File: config.mk
export PLATFORM = sky130hd
export DESIGN_NAME = spi_master
export DESIGN_NICKNAME = d
export VERILOG_FILES = /design/src/rtl/spi_master.sv
export SDC_FILE = /design/constraint.sdc
export NUM_CORES = 1
export LEC_CHECK = 0
export CORE_ASPECT_RATIO = 0.9
export CORE_UTILIZATION = 29
export DETAILED_ROUTE_END_ITERATION = 6
export GPL_TIMING_DRIVEN = 0
export SYNTH_ARGS = -nofsm -noshare
export SYNTH_HDL_FRONTEND = slang
export SYNTH_SLANG_ARGS = --single-unit
File: constraint.sdc
create_clock -name CLK_100MHz -period 3.4 [get_ports CLK_100MHz]
set_input_delay 0.51 -clock CLK_100MHz [delete_from_list [all_inputs] [get_ports CLK_100MHz]]
set_output_delay 0.51 -clock CLK_100MHz [all_outputs]
set_load 0.01 [all_outputs]
File: src/rtl/spi_master.sv
// SPI master: shifts one WIDTH-bit word out on SDI (MSB first) while sampling SDO.
// SCK is derived from the system clock by a half-period tick counter.
// After the word, CSX is held for one extra half period before DONE.
module spi_master #(
  parameter int CLK_FREQ = 100000000,
  parameter int SPI_FREQ = 1000000,
  parameter int WIDTH    = 8,
  parameter bit CPOL     = 1'b0,
  parameter bit CPHA     = 1'b0
) (
  input  logic             CLK_100MHz,
  input  logic             RST,
  input  logic             LOAD,
  input  logic             HOLD,
  input  logic [WIDTH-1:0] IN,
  output logic             BUSY,
  output logic             DONE,
  output logic [WIDTH-1:0] OUT,
  output logic             SCK,
  output logic             SDI,
  input  logic             SDO,
  output logic             CSX
);

  // Half SCK period in system clocks, never below one.
  localparam int HALF_RAW = CLK_FREQ / SPI_FREQ / 2;
  localparam int HALF     = (HALF_RAW < 1) ? 1 : HALF_RAW;
  // The half-period counter only ever holds 0..HALF-1.
  localparam int HW       = (HALF < 2) ? 1 : $clog2(HALF);
  localparam int NTOG     = 2 * WIDTH;
  localparam int TW       = $clog2(NTOG + 1);

  typedef enum logic [1:0] {
    S_IDLE = 2'd0,
    S_XFER = 2'd1,
    S_TAIL = 2'd2
  } state_t;

  state_t           state;
  state_t           state_nx;
  logic [HW-1:0]    hcnt;
  logic [TW-1:0]    tcnt;
  logic [WIDTH-1:0] tx;
  logic [WIDTH-1:0] tx_shl;
  logic [WIDTH-1:0] rx;
  logic             hold_flag;
  logic             tick;
  logic             last_tog;
  logic             sample_tog;

  // Tick and toggle decode; sample_tog marks the toggles on which SDO is captured.
  always_comb begin
    tick       = (hcnt == HW'(HALF - 1));
    last_tog   = (tcnt == TW'(NTOG - 1));
    sample_tog = (~tcnt[0]) ^ CPHA;
    tx_shl     = tx << 1;
  end

  // State register.
  always_ff @(posedge CLK_100MHz) begin
    if (RST) state <= S_IDLE;
    else     state <= state_nx;
  end

  // Next-state logic; any unused encoding falls back to IDLE.
  always_comb begin
    state_nx = state;
    case (state)
      S_IDLE:  if (LOAD) state_nx = S_XFER;
      S_XFER:  if (tick && last_tog) state_nx = S_TAIL;
      S_TAIL:  if (tick) state_nx = S_IDLE;
      default: state_nx = S_IDLE;
    endcase
  end

  // Counters, shift registers and registered outputs.
  always_ff @(posedge CLK_100MHz) begin
    if (RST) begin
      hcnt      <= '0;
      tcnt      <= '0;
      tx        <= '0;
      rx        <= '0;
      hold_flag <= 1'b0;
      SCK       <= CPOL;
      SDI       <= 1'b0;
      CSX       <= 1'b1;
      BUSY      <= 1'b0;
      DONE      <= 1'b0;
      OUT       <= '0;
    end else begin
      DONE <= 1'b0;
      case (state)
        S_IDLE: begin
          hcnt <= '0;
          tcnt <= '0;
          if (LOAD) begin
            tx        <= IN;
            rx        <= '0;
            hold_flag <= HOLD;
            CSX       <= 1'b0;
            BUSY      <= 1'b1;
            // Leading-edge sampling needs the first bit on the wire before SCK moves.
            if (!CPHA) SDI <= IN[WIDTH-1];
          end
        end
        S_XFER: begin
          if (tick) begin
            hcnt <= '0;
            SCK  <= ~SCK;
            tcnt <= last_tog ? '0 : tcnt + 1'b1;
            if (sample_tog) begin
              rx <= (rx << 1) | WIDTH'(SDO);
            end else if (CPHA) begin
              SDI <= tx[WIDTH-1];
              tx  <= tx_shl;
            end else if (!last_tog) begin
              SDI <= tx_shl[WIDTH-1];
              tx  <= tx_shl;
            end
          end else begin
            hcnt <= hcnt + 1'b1;
          end
        end
        S_TAIL: begin
          if (tick) begin
            hcnt <= '0;
            DONE <= 1'b1;
            OUT  <= rx;
            BUSY <= 1'b0;
            SDI  <= 1'b0;
            if (!hold_flag) CSX <= 1'b1;
          end else begin
            hcnt <= hcnt + 1'b1;
          end
        end
        default: begin
          hcnt <= '0;
          tcnt <= '0;
          BUSY <= 1'b0;
        end
      endcase
    end
  end

endmodule

==> flow_metrics.env, run 1 <==
export IMPL_wl_per_cell_microns=12.9
export IMPL_core_sq_mm=0.00622
export IMPL_synth_cell_types=45
export IMPL_muxShareOfSynthArea=0.0317
export IMPL_dr_pass1_iters=4
export IMPL_start_kind="input port"
export IMPL_cts_tree="built"
export IMPL_synth_xor_area_frac=0.0231
export IMPL_fin_worst_skew_ns=0.00976
export IMPL_syn_nets=220
export IMPL_antennaDiodeCount=0
export IMPL_numPortBuffers=24
export IMPL_cp_slowest_cell="a21oi_1"
export IMPL_synth_simple_area_share=0.171
export IMPL_worst_pin_slew_ns=0.822
export IMPL_cp_arrival_ns=2.51
export IMPL_synth_top_family_by_area="compound AO/OA/AOI/OAI gates"
export IMPL_finalInstanceArea_sq_mm=0.00235
export IMPL_cp_cell_sequence="clkdlybuf4s50_1 -> nor2b_1 -> nor2_1 -> a21oi_1 -> a22o_1"
export IMPL_cts_inserted_buffers=5
export IMPL_crit_fanout=8
export IMPL_areaGrowthSynthToFinish_pct=24.4
export IMPL_drive_above_1_share=0.0862
export IMPL_path_clk_slew_ns=0.09
export IMPL_drc=0
export IMPL_ctsHoldBuffers=0
export IMPL_die_area_sq_mm=0.00686
export IMPL_rsz0062_at_grt="no"
export IMPL_final_nets=251
export IMPL_cts_sinks=42
export IMPL_io_pins=26
export IMPL_place_congestion=0.729
export IMPL_yosys_warnings=0
export IMPL_worstSkewPairLatency_ns=0.30
export IMPL_slowest_delay_ns=0.61
export IMPL_pre_cts_slack_ns=0.878
export IMPL_setup_viol=0
export IMPL_start_util=0.305
export IMPL_pwr_share_clk=0.380
export IMPL_fillerInstances=678
export IMPL_post_cts_buffers=0
export IMPL_netlist_area_sq_mm=0.00189
export IMPL_status="finished clean"
export IMPL_yosys_area_top_type="dfxtp_1"
export IMPL_rows=27
export IMPL_synth_compound_area_frac=0.237
export IMPL_grt_pass1_wl_microns=7070
export IMPL_vias=1569
export IMPL_fin_util=0.379
export IMPL_path_class="input port to flip-flop"
export IMPL_timing_final_hold_violations=0
export IMPL_power_frac_comb=0.125
export IMPL_required_ns=3.64
export IMPL_grt_pass1_vias=1500
export IMPL_fin_crit_ns=2.26
export IMPL_synthAdderAreaFrac=0.0463
export IMPL_fin_ws_ns=1.14
export IMPL_min_period_over_period=0.666
export IMPL_hpwl_microns=2890
export IMPL_cp_end_kind="flip-flop"
export IMPL_peakVddDrop_uv=148
export IMPL_netSwitchingPower_mw=0.260
export IMPL_report_final_slew_viol_count=0
export IMPL_dieWidth_microns=87.2
export IMPL_drt_vias_per_instance=4.92
export IMPL_ys_ff_latch=42
export IMPL_die_height_microns=78.7
export IMPL_internal_power_mw=0.790
export IMPL_synth_avg_cell_area_sq_um=9.47
export IMPL_power_density_mw_per_mm2=446
export IMPL_slew_headroom=0.447
export IMPL_post_cts_resized=0
export IMPL_root_buffer="clkbuf_8"
export IMPL_dpl_cell_count=311
export IMPL_seq_area_frac_synth=0.444
export IMPL_synth_top_cell_area_share=0.444
export IMPL_ant_nets=0
export IMPL_grt_overflow=0
export IMPL_r2r_slack_ns=1.16
export IMPL_maxCapViolCount=0
export IMPL_cp_top_family="compound AO/OA/AOI/OAI gates"
export IMPL_cts_max_level=2
export IMPL_grt_antenna_before_repair=0
export IMPL_grt_max_degree=15
export IMPL_postSynthCellCount=200
export IMPL_max_freq_ghz=0.442
export IMPL_crit_buf_inv=1
export IMPL_final_cells=319
export IMPL_clock_path_buffers=2
export IMPL_placed_cell_area_sq_mm=0.00224
export IMPL_power_leakage_nw=0.796
export IMPL_pwr_share_seq=0.495
export IMPL_drtIter0Drc=111
export IMPL_setup_tns_ns=0
export IMPL_track_usage=0.130
export IMPL_synth_area_leaders="dfxtp_1 44%, a21oi_1 5.0%, ha_1 4.6%"
export IMPL_hold_path_class="flip-flop to flip-flop"
export IMPL_switching_share=0.248
export IMPL_drt_total_wl_microns=4100
-- synth_stat cells (all sizes together) --
| cell type | instances |
|---|---|
| a31oi | 6 |
| a311oi | 8 |
| and2 | 2 |
| nor2 | 16 |
| dfxtp | 42 |
| nor3b | 1 |
| xnor2 | 3 |
| nor3 | 2 |
| nand4 | 1 |
| o22ai | 2 |
| o311ai | 1 |
| a211oi | 1 |
| o211ai | 1 |
| nor4 | 2 |
| o41ai | 1 |
| o21ai | 3 |
| mux2i | 6 |
| or3b | 1 |
| a22oi | 2 |
| o31ai | 2 |
| nand2b | 1 |
| xor2 | 2 |
| a221oi | 1 |
| nand3 | 15 |
| inv | 7 |
| nand2 | 18 |
| buf | 4 |
| ha | 7 |
| a41o | 1 |
| and4b | 1 |
| nor2b | 2 |
| o211a | 1 |
| a41oi | 2 |
| or4b | 1 |
| a22o | 8 |
| a21oi | 19 |
| clkbuf | 6 |
| nand4b | 1 |
-- area by class of cell --
| cell class | count | area [sq um] | area share |
|---|---|---|---|
| well taps | 87 | 109 | 0.0462 |
| clock inverters | 3 | 43.8 | 0.0186 |
| inverters | 7 | 26.3 | 0.0112 |
| flip-flops and latches | 42 | 841 | 0.357 |
| plain buffers | 10 | 62.6 | 0.0266 |
| clock buffers | 5 | 68.8 | 0.0292 |
| repair buffers | 24 | 240 | 0.102 |
| multi-input cells | 141 | 963 | 0.409 |
-- worst min-delay path: cells and delay by family, from the launching register on --
family	cells	cell delay [ns]
flip-flops	1	0.31
AND/OR/NAND/NOR	1	0.05
AO/OA/AOI/OAI	1	0.05
-- sequential cells by signal, indices dropped and copies added (netlist names) --
register	count
rx	8
hcnt	6
SDI	1
tcnt	5
DONE	1
OUT	8
tx	7
state	2
SCK	1
CSX	1
BUSY	1
hold_flag	1
-- per-layer routing --
layer | part of all wire | global-route usage
met5 | 0 | 0
met4 | 0.013 | 0.0393
met3 | 0.035 | 0.0326
met2 | 0.43 | 0.202
met1 | 0.53 | 0.177
-- power by group through the flow --
stage	combinational, mW	clock [mW]	sequential [mW]
after floorplan	0.0880	0	0.532
after global placement	0.130	0	0.532
after detailed placement	0.131	0	0.532
after CTS	0.131	0.408	0.521
after global routing	0.145	0.426	0.523
final	0.131	0.399	0.520
-- layout by cell type, fill, tap and decap left out, drive strengths merged, types with 2 or more instances in the layout --
cell type | Yosys | routed
a21oi | 19 | 19
a22o | 8 | 8
a22oi | 2 | 2
a311oi | 8 | 8
a31oi | 6 | 6
a41oi | 2 | 2
and2 | 2 | 2
buf | 4 | 4
clkbuf | 6 | 11
clkdlybuf4s50 | 0 | 24
dfxtp | 42 | 42
ha | 7 | 7
inv | 7 | 8
mux2i | 6 | 6
nand2 | 18 | 18
nand3 | 15 | 15
nor2 | 16 | 16
nor2b | 2 | 2
nor3 | 2 | 2
nor4 | 2 | 2
o21ai | 3 | 3
o22ai | 2 | 2
o31ai | 2 | 2
xnor2 | 3 | 3
xor2 | 2 | 2
-- stage by stage --
stage / power (mW) / hold slack [ns]
after floorplan: 0.620 / 0.433
after global placement: 0.662 / 0.444
after detailed placement: 0.662 / 0.449
after CTS: 1.06 / 0.462
after global routing: 1.09 / 0.485
final: 1.05 / 0.456
-- path summary, 6_finish.rpt --
| path | start | depth (start not counted) | end |
|---|---|---|---|
| max | LOAD | 5 | rx[4] |
| max reg2reg | state[0] | 6 | rx[4] |
| min | OUT[3] | 2 | OUT[3] |
| min reg2reg | OUT[3] | 2 | OUT[3] |
-- cell families after synthesis --
logic type      count (synthesis)
flops                          42
compound gates                 59
xor+xnor                        5
mux                             6
fa+ha+maj                       7
buf+inv                        17
simple gates                   64
Power figures use the tool's default switching activity.
==> inputs of run 2 (changes only) <==
==> constraint.sdc (replaced) <==
create_clock -name CLK_100MHz -period 2.1 [get_ports CLK_100MHz]
set_input_delay 0.315 -clock CLK_100MHz [delete_from_list [all_inputs] [get_ports CLK_100MHz]]
set_output_delay 0.315 -clock CLK_100MHz [all_outputs]
set_load 0.01 [all_outputs]
==> run 2 against run 1 <==
Global-route usage increased by 0.067 points; clock power increased by 61%; clock skew about the same; critical path type is now flip-flop to flip-flop; routed wire length increased by 2.2%; cell area increased by 1.9%; sequential share of layout area decreased by 0.65 points; combinational power increased by 74%; highest routed layer unchanged; non-clock buffer count increased by 3; power increased by 63%; largest cell class unchanged; sequential cell count unchanged.
==> flow_metrics.env, run 2 (synthesis gave the netlist of run 1 again) <==
export IMPL_pwr_share_clk=0.375
export IMPL_slew_headroom=0.593
export IMPL_cp_end_kind="flip-flop"
export IMPL_worstSkewPairLatency_ns=0.30
export IMPL_vias=1577
export IMPL_cts_inserted_buffers=5
export IMPL_setup_tns_ns=0
export IMPL_pwr_share_seq=0.492
export IMPL_io_pins=26
export IMPL_r2r_slack_ns=0.11
export IMPL_cts_sinks=42
export IMPL_drtIter0Drc=95
export IMPL_ant_nets=0
export IMPL_maxCapViolCount=0
export IMPL_hpwl_microns=2890
export IMPL_fin_worst_skew_ns=0.00973
export IMPL_start_kind="flip-flop"
export IMPL_ctsHoldBuffers=0
export IMPL_grt_antenna_before_repair=0
export IMPL_areaGrowthSynthToFinish_pct=26.7
export IMPL_max_freq_ghz=0.503
export IMPL_die_height_microns=78.7
export IMPL_cts_max_level=2
export IMPL_core_sq_mm=0.00622
export IMPL_fin_crit_ns=1.99
export IMPL_root_buffer="clkbuf_8"
export IMPL_path_clk_slew_ns=0.09
export IMPL_switching_share=0.248
export IMPL_rows=27
export IMPL_start_util=0.305
export IMPL_crit_fanout=10
export IMPL_grt_overflow=0
export IMPL_placed_cell_area_sq_mm=0.00224
export IMPL_cts_tree="built"
export IMPL_final_common_cell="dfxtp_1"
export IMPL_grt_pass1_wl_microns=7090
export IMPL_final_nets=254
export IMPL_finalInstanceArea_sq_mm=0.00240
export IMPL_grt_pass1_vias=1502
export IMPL_wl_per_cell_microns=13.0
export IMPL_internal_power_mw=1.29
export IMPL_grt_max_degree=15
export IMPL_finalPower_mw=1.71
export IMPL_power_frac_comb=0.133
export IMPL_drc=0
export IMPL_peakVddDrop_uv=245
export IMPL_fillerInstances=674
export IMPL_netSwitchingPower_mw=0.424
export IMPL_cp_arrival_ns=2.20
export IMPL_final_cell_mix="42 x dfxtp_1, 24 x clkdlybuf4s50_1, 18 x a21oi_1"
export IMPL_drt_vias_per_instance=4.90
export IMPL_status="finished clean"
export IMPL_worst_pin_slew_ns=0.611
export IMPL_track_usage=0.131
export IMPL_setup_viol=0
export IMPL_drt_total_wl_microns=4190
export IMPL_top_regs="OUT x8, rx x8, tx x7"
export IMPL_antennaDiodeCount=0
export IMPL_numPortBuffers=24
export IMPL_drive_above_1_share=0.119
export IMPL_min_period_over_period=0.947
export IMPL_dr_pass1_iters=4
export IMPL_power_leakage_nw=0.808
export IMPL_hold_path_class="flip-flop to flip-flop"
export IMPL_timing_final_hold_violations=0
export IMPL_dieWidth_microns=87.2
export IMPL_required_ns=2.31
export IMPL_clock_path_buffers=2
export IMPL_path_class="flip-flop to flip-flop"
export IMPL_report_final_slew_viol_count=0
export IMPL_place_congestion=0.729
export IMPL_die_area_sq_mm=0.00686
export IMPL_power_density_mw_per_mm2=714
[run 2: per-stage QoR]
step | instances | hold slack, ns | setup slack [ns] | utilization
after floorplan | 200 | 0.433 | 0.322 | -
after global placement | 311 | 0.444 | -0.312 | 0.361
after detailed placement | 311 | 0.449 | -0.227 | 0.361
after CTS | 319 | 0.462 | 0.0693 | 0.379
after global routing | 322 | 0.485 | -0.00774 | 0.386
final | 322 | 0.456 | 0.112 | 0.386
[run 2: path summary, 6_finish.rpt]
kind,start,end,cells past startpoint
max,tcnt[0],tx[4],6
min,OUT[3],OUT[3],2
max reg2reg,tcnt[0],tx[4],6
min reg2reg,OUT[3],OUT[3],2
[run 2: worst max-delay path, stage by stage, from the launching register on]
cell and delay (ns):
dfxtp_1 0.40, ha_2 0.26, and4b_1 0.28, o41ai_4 0.44
buf_6 0.21, a21oi_1 0.08, a311oi_2 0.23
[run 2: metal layers]
layer	global-route usage	up-vias	share of wire
li1	-	811	-
met1	0.179	741	0.53
met2	0.202	21	0.44
met3	0.0326	4	0.022
met4	0.0393	0	0.011
met5	0	-	0
[run 2: layout make-up]
cell class / count / area [sq um] / share of cell area
Clock inverter: 3 / 43.8 / 0.0183
Buffer: 10 / 63.8 / 0.0266
Multi-Input combinational cell: 141 / 983 / 0.410
Sequential cell: 42 / 841 / 0.351
Timing Repair Buffer: 27 / 263 / 0.110
Clock buffer: 5 / 68.8 / 0.0287
Tap cell: 87 / 109 / 0.0454
Inverter: 7 / 26.3 / 0.0110
[run 2: power by group through the flow]
stage | sequential (mW) | combinational [mW] | clock [mW]
4_1_cts | 0.843 | 0.214 | 0.661
3_3_place_gp | 0.861 | 0.211 | 0
2_1_floorplan | 0.861 | 0.142 | 0
6_report | 0.843 | 0.228 | 0.643
5_1_grt | 0.847 | 0.250 | 0.690
3_5_place_dp | 0.861 | 0.211 | 0
[run 2: timing repair]
| action | in CTS | in global routing |
|---|---|---|
| setup endpoints to repair | 8 | 13 |
| setup buffers | 0 | 3 |
| gates resized for setup | 1 | 6 |
| pin swaps | 0 | 1 |
| endpoints found under the hold margin | 0 | 0 |
==> inputs of run 3 (changes only) <==
--- a/config.mk
+++ b/config.mk
@@ -7,7 +7,9 @@
 export LEC_CHECK = 0
 export CORE_ASPECT_RATIO = 0.9
 export CORE_UTILIZATION = 29
+export CTS_CLUSTER_DIAMETER = 100
 export DETAILED_ROUTE_END_ITERATION = 6
+export DONT_BUFFER_PORTS = 1
 export GPL_TIMING_DRIVEN = 0
 export SYNTH_ARGS = -nofsm -noshare
 export SYNTH_HDL_FRONTEND = slang
==> run 3 against run 2 <==
Hold slack got worse by 0.31 ns; via count decreased by 5.0%; sequential cell count is the same; register-to-register slack barely moved; setup slack worse by 0.010 ns; core utilization shrank 4.3 points; routed wire length fell by 1.5%; die area is the same; sequential share of layout area increased by 4.5 points; non-clock buffer count down 25; critical endpoint is now tx[3].
==> flow_metrics.env, run 3 (synthesis gave the netlist of run 1 again) <==
export IMPL_r2r_slack_ns=0.10
export IMPL_cts_max_level=2
export IMPL_cts_tree="built"
export IMPL_wl_per_cell_microns=13.9
export IMPL_report_final_slew_viol_count=0
export IMPL_top_regs="OUT x8, rx x8, tx x7"
export IMPL_cts_inserted_buffers=5
export IMPL_maxCapViolCount=0
export IMPL_path_class="flip-flop to flip-flop"
export IMPL_root_buffer="clkbuf_8"
export IMPL_timing_final_hold_violations=0
export IMPL_die_height_microns=78.7
export IMPL_start_util=0.305
export IMPL_hold_path_depth=1
export IMPL_min_period_over_period=0.952
export IMPL_r2r_start="tcnt[0]"
export IMPL_rsz0062_at_grt="no"
export IMPL_setup_viol=0
export IMPL_required_ns=2.31
export IMPL_io_pins=26
export IMPL_slew_headroom=0.564
export IMPL_peakVddDrop_uv=228
export IMPL_die_area_sq_mm=0.00686
export IMPL_fin_worst_skew_ns=0.00528
export IMPL_vias=1498
export IMPL_worst_pin_slew_ns=0.655
export IMPL_drive_above_1_share=0.129
export IMPL_path_clk_slew_ns=0.08
export IMPL_power_density_mw_per_mm2=729
export IMPL_hold_path_class="input port to flip-flop"
export IMPL_max_freq_ghz=0.500
export IMPL_numPortBuffers=0
export IMPL_r2r_end="tx[3]"
export IMPL_finalInstanceArea_sq_mm=0.00213
export IMPL_drt_total_wl_microns=4130
export IMPL_grt_max_degree=15
export IMPL_dieWidth_microns=87.2
export IMPL_fillerInstances=665
export IMPL_finalPower_mw=1.55
export IMPL_placed_cell_area_sq_mm=0.00200
export IMPL_dr_pass1_iters=4
export IMPL_grt_pass1_vias=1384
export IMPL_status="finished clean"
export IMPL_start_kind="flip-flop"
export IMPL_grt_pass1_wl_microns=6710
export IMPL_fin_util=0.342
export IMPL_areaGrowthSynthToFinish_pct=12.4
export IMPL_rr_worst_depth=6
export IMPL_clock_path_buffers=2
export IMPL_antennaDiodeCount=0
export IMPL_min_delay_worst_endpoint="rx[0]"
export IMPL_core_sq_mm=0.00622
export IMPL_hpwl_microns=2960
export IMPL_rows=27
export IMPL_final_nets=229
export IMPL_min_delay_start="SDO"
export IMPL_drtIter0Drc=70
export IMPL_final_common_cell="dfxtp_1"
export IMPL_drt_vias_per_instance=5.04
export IMPL_power_leakage_nw=0.701
export IMPL_crit_fanout=8
export IMPL_place_congestion=0.764
export IMPL_cp_end_kind="flip-flop"
export IMPL_grt_overflow=0
export IMPL_drc=0
export IMPL_final_cell_mix="42 x dfxtp_1, 18 x a21oi_1, 17 x nand2_1"
export IMPL_track_usage=0.126
export IMPL_cts_sinks=42
export IMPL_setup_tns_ns=0
export IMPL_ant_nets=0
export IMPL_fin_crit_ns=2.00
export IMPL_grt_antenna_before_repair=0
export IMPL_cp_arrival_ns=2.21
export IMPL_worstSkewPairLatency_ns=0.29
## run 3: cell type report
cell class / count / area [sq um] / share of cell area
Clock inverter: 3 / 21.3 / 0.00999
Timing Repair Buffer: 2 / 15.0 / 0.00705
Clock buffer: 5 / 68.8 / 0.0323
Tap cell: 87 / 109 / 0.0511
Inverter: 7 / 26.3 / 0.0123
Multi-Input combinational cell: 141 / 983 / 0.462
Sequential cell: 42 / 841 / 0.395
Buffer: 10 / 63.8 / 0.0300
## run 3: stage by stage
step	instances	setup slack (ns)	hold WS, ns
detailed placement	287	-0.0933	0.449
global placement	287	-0.0977	0.442
CTS	295	0.0916	0.141
finish	297	0.101	0.148
floorplan	200	0.322	0.433
global route	297	0.0106	0.151
## run 3: power breakdown
group / leakage (nW) / total, mW / switching [mW] / internal (mW)
Combinational: 0.315 / 0.187 / 0.110 / 0.0772
Clock: 0.0441 / 0.517 / 0.284 / 0.233
Sequential: 0.341 / 0.847 / 0.0212 / 0.826
## run 3: metal layers
layer,vias to the layer above,wire [microns],global-route usage
met4,0,65,0.0492
met5,-,0,0
met2,25,1830,0.191
met1,706,2030,0.169
li1,760,-,-
met3,7,201,0.0347
## run 3: repair_timing
| item | CTS | global route |
|---|---|---|
| pin swaps | 0 | 1 |
| hold buffers | 0 | 0 |
| gates resized for setup | 1 | 6 |
| setup endpoints to repair | 8 | 16 |
| setup buffers | 0 | 2 |
## run 3: worst max-delay path by stage
stage                   from     to  slack [ns]  depth (start not counted)
floorplan            hcnt[2]  tx[3]        0.32                          6
global placement    state[0]  rx[2]        -0.1                          6
detailed placement  state[0]  rx[3]       -0.09                          6
CTS                 state[0]  rx[7]        0.09                          6
global route         tcnt[0]  tx[3]        0.01                          6
finish               tcnt[0]  tx[3]        0.10                          6
## run 3: worst max-delay path, stage by stage (launching register included)
cell and delay [ns]:
dfxtp_1 0.41, ha_2 0.26, and4b_1 0.29, o41ai_4 0.45, buf_6 0.20, a21oi_1 0.08, a311oi_2 0.23
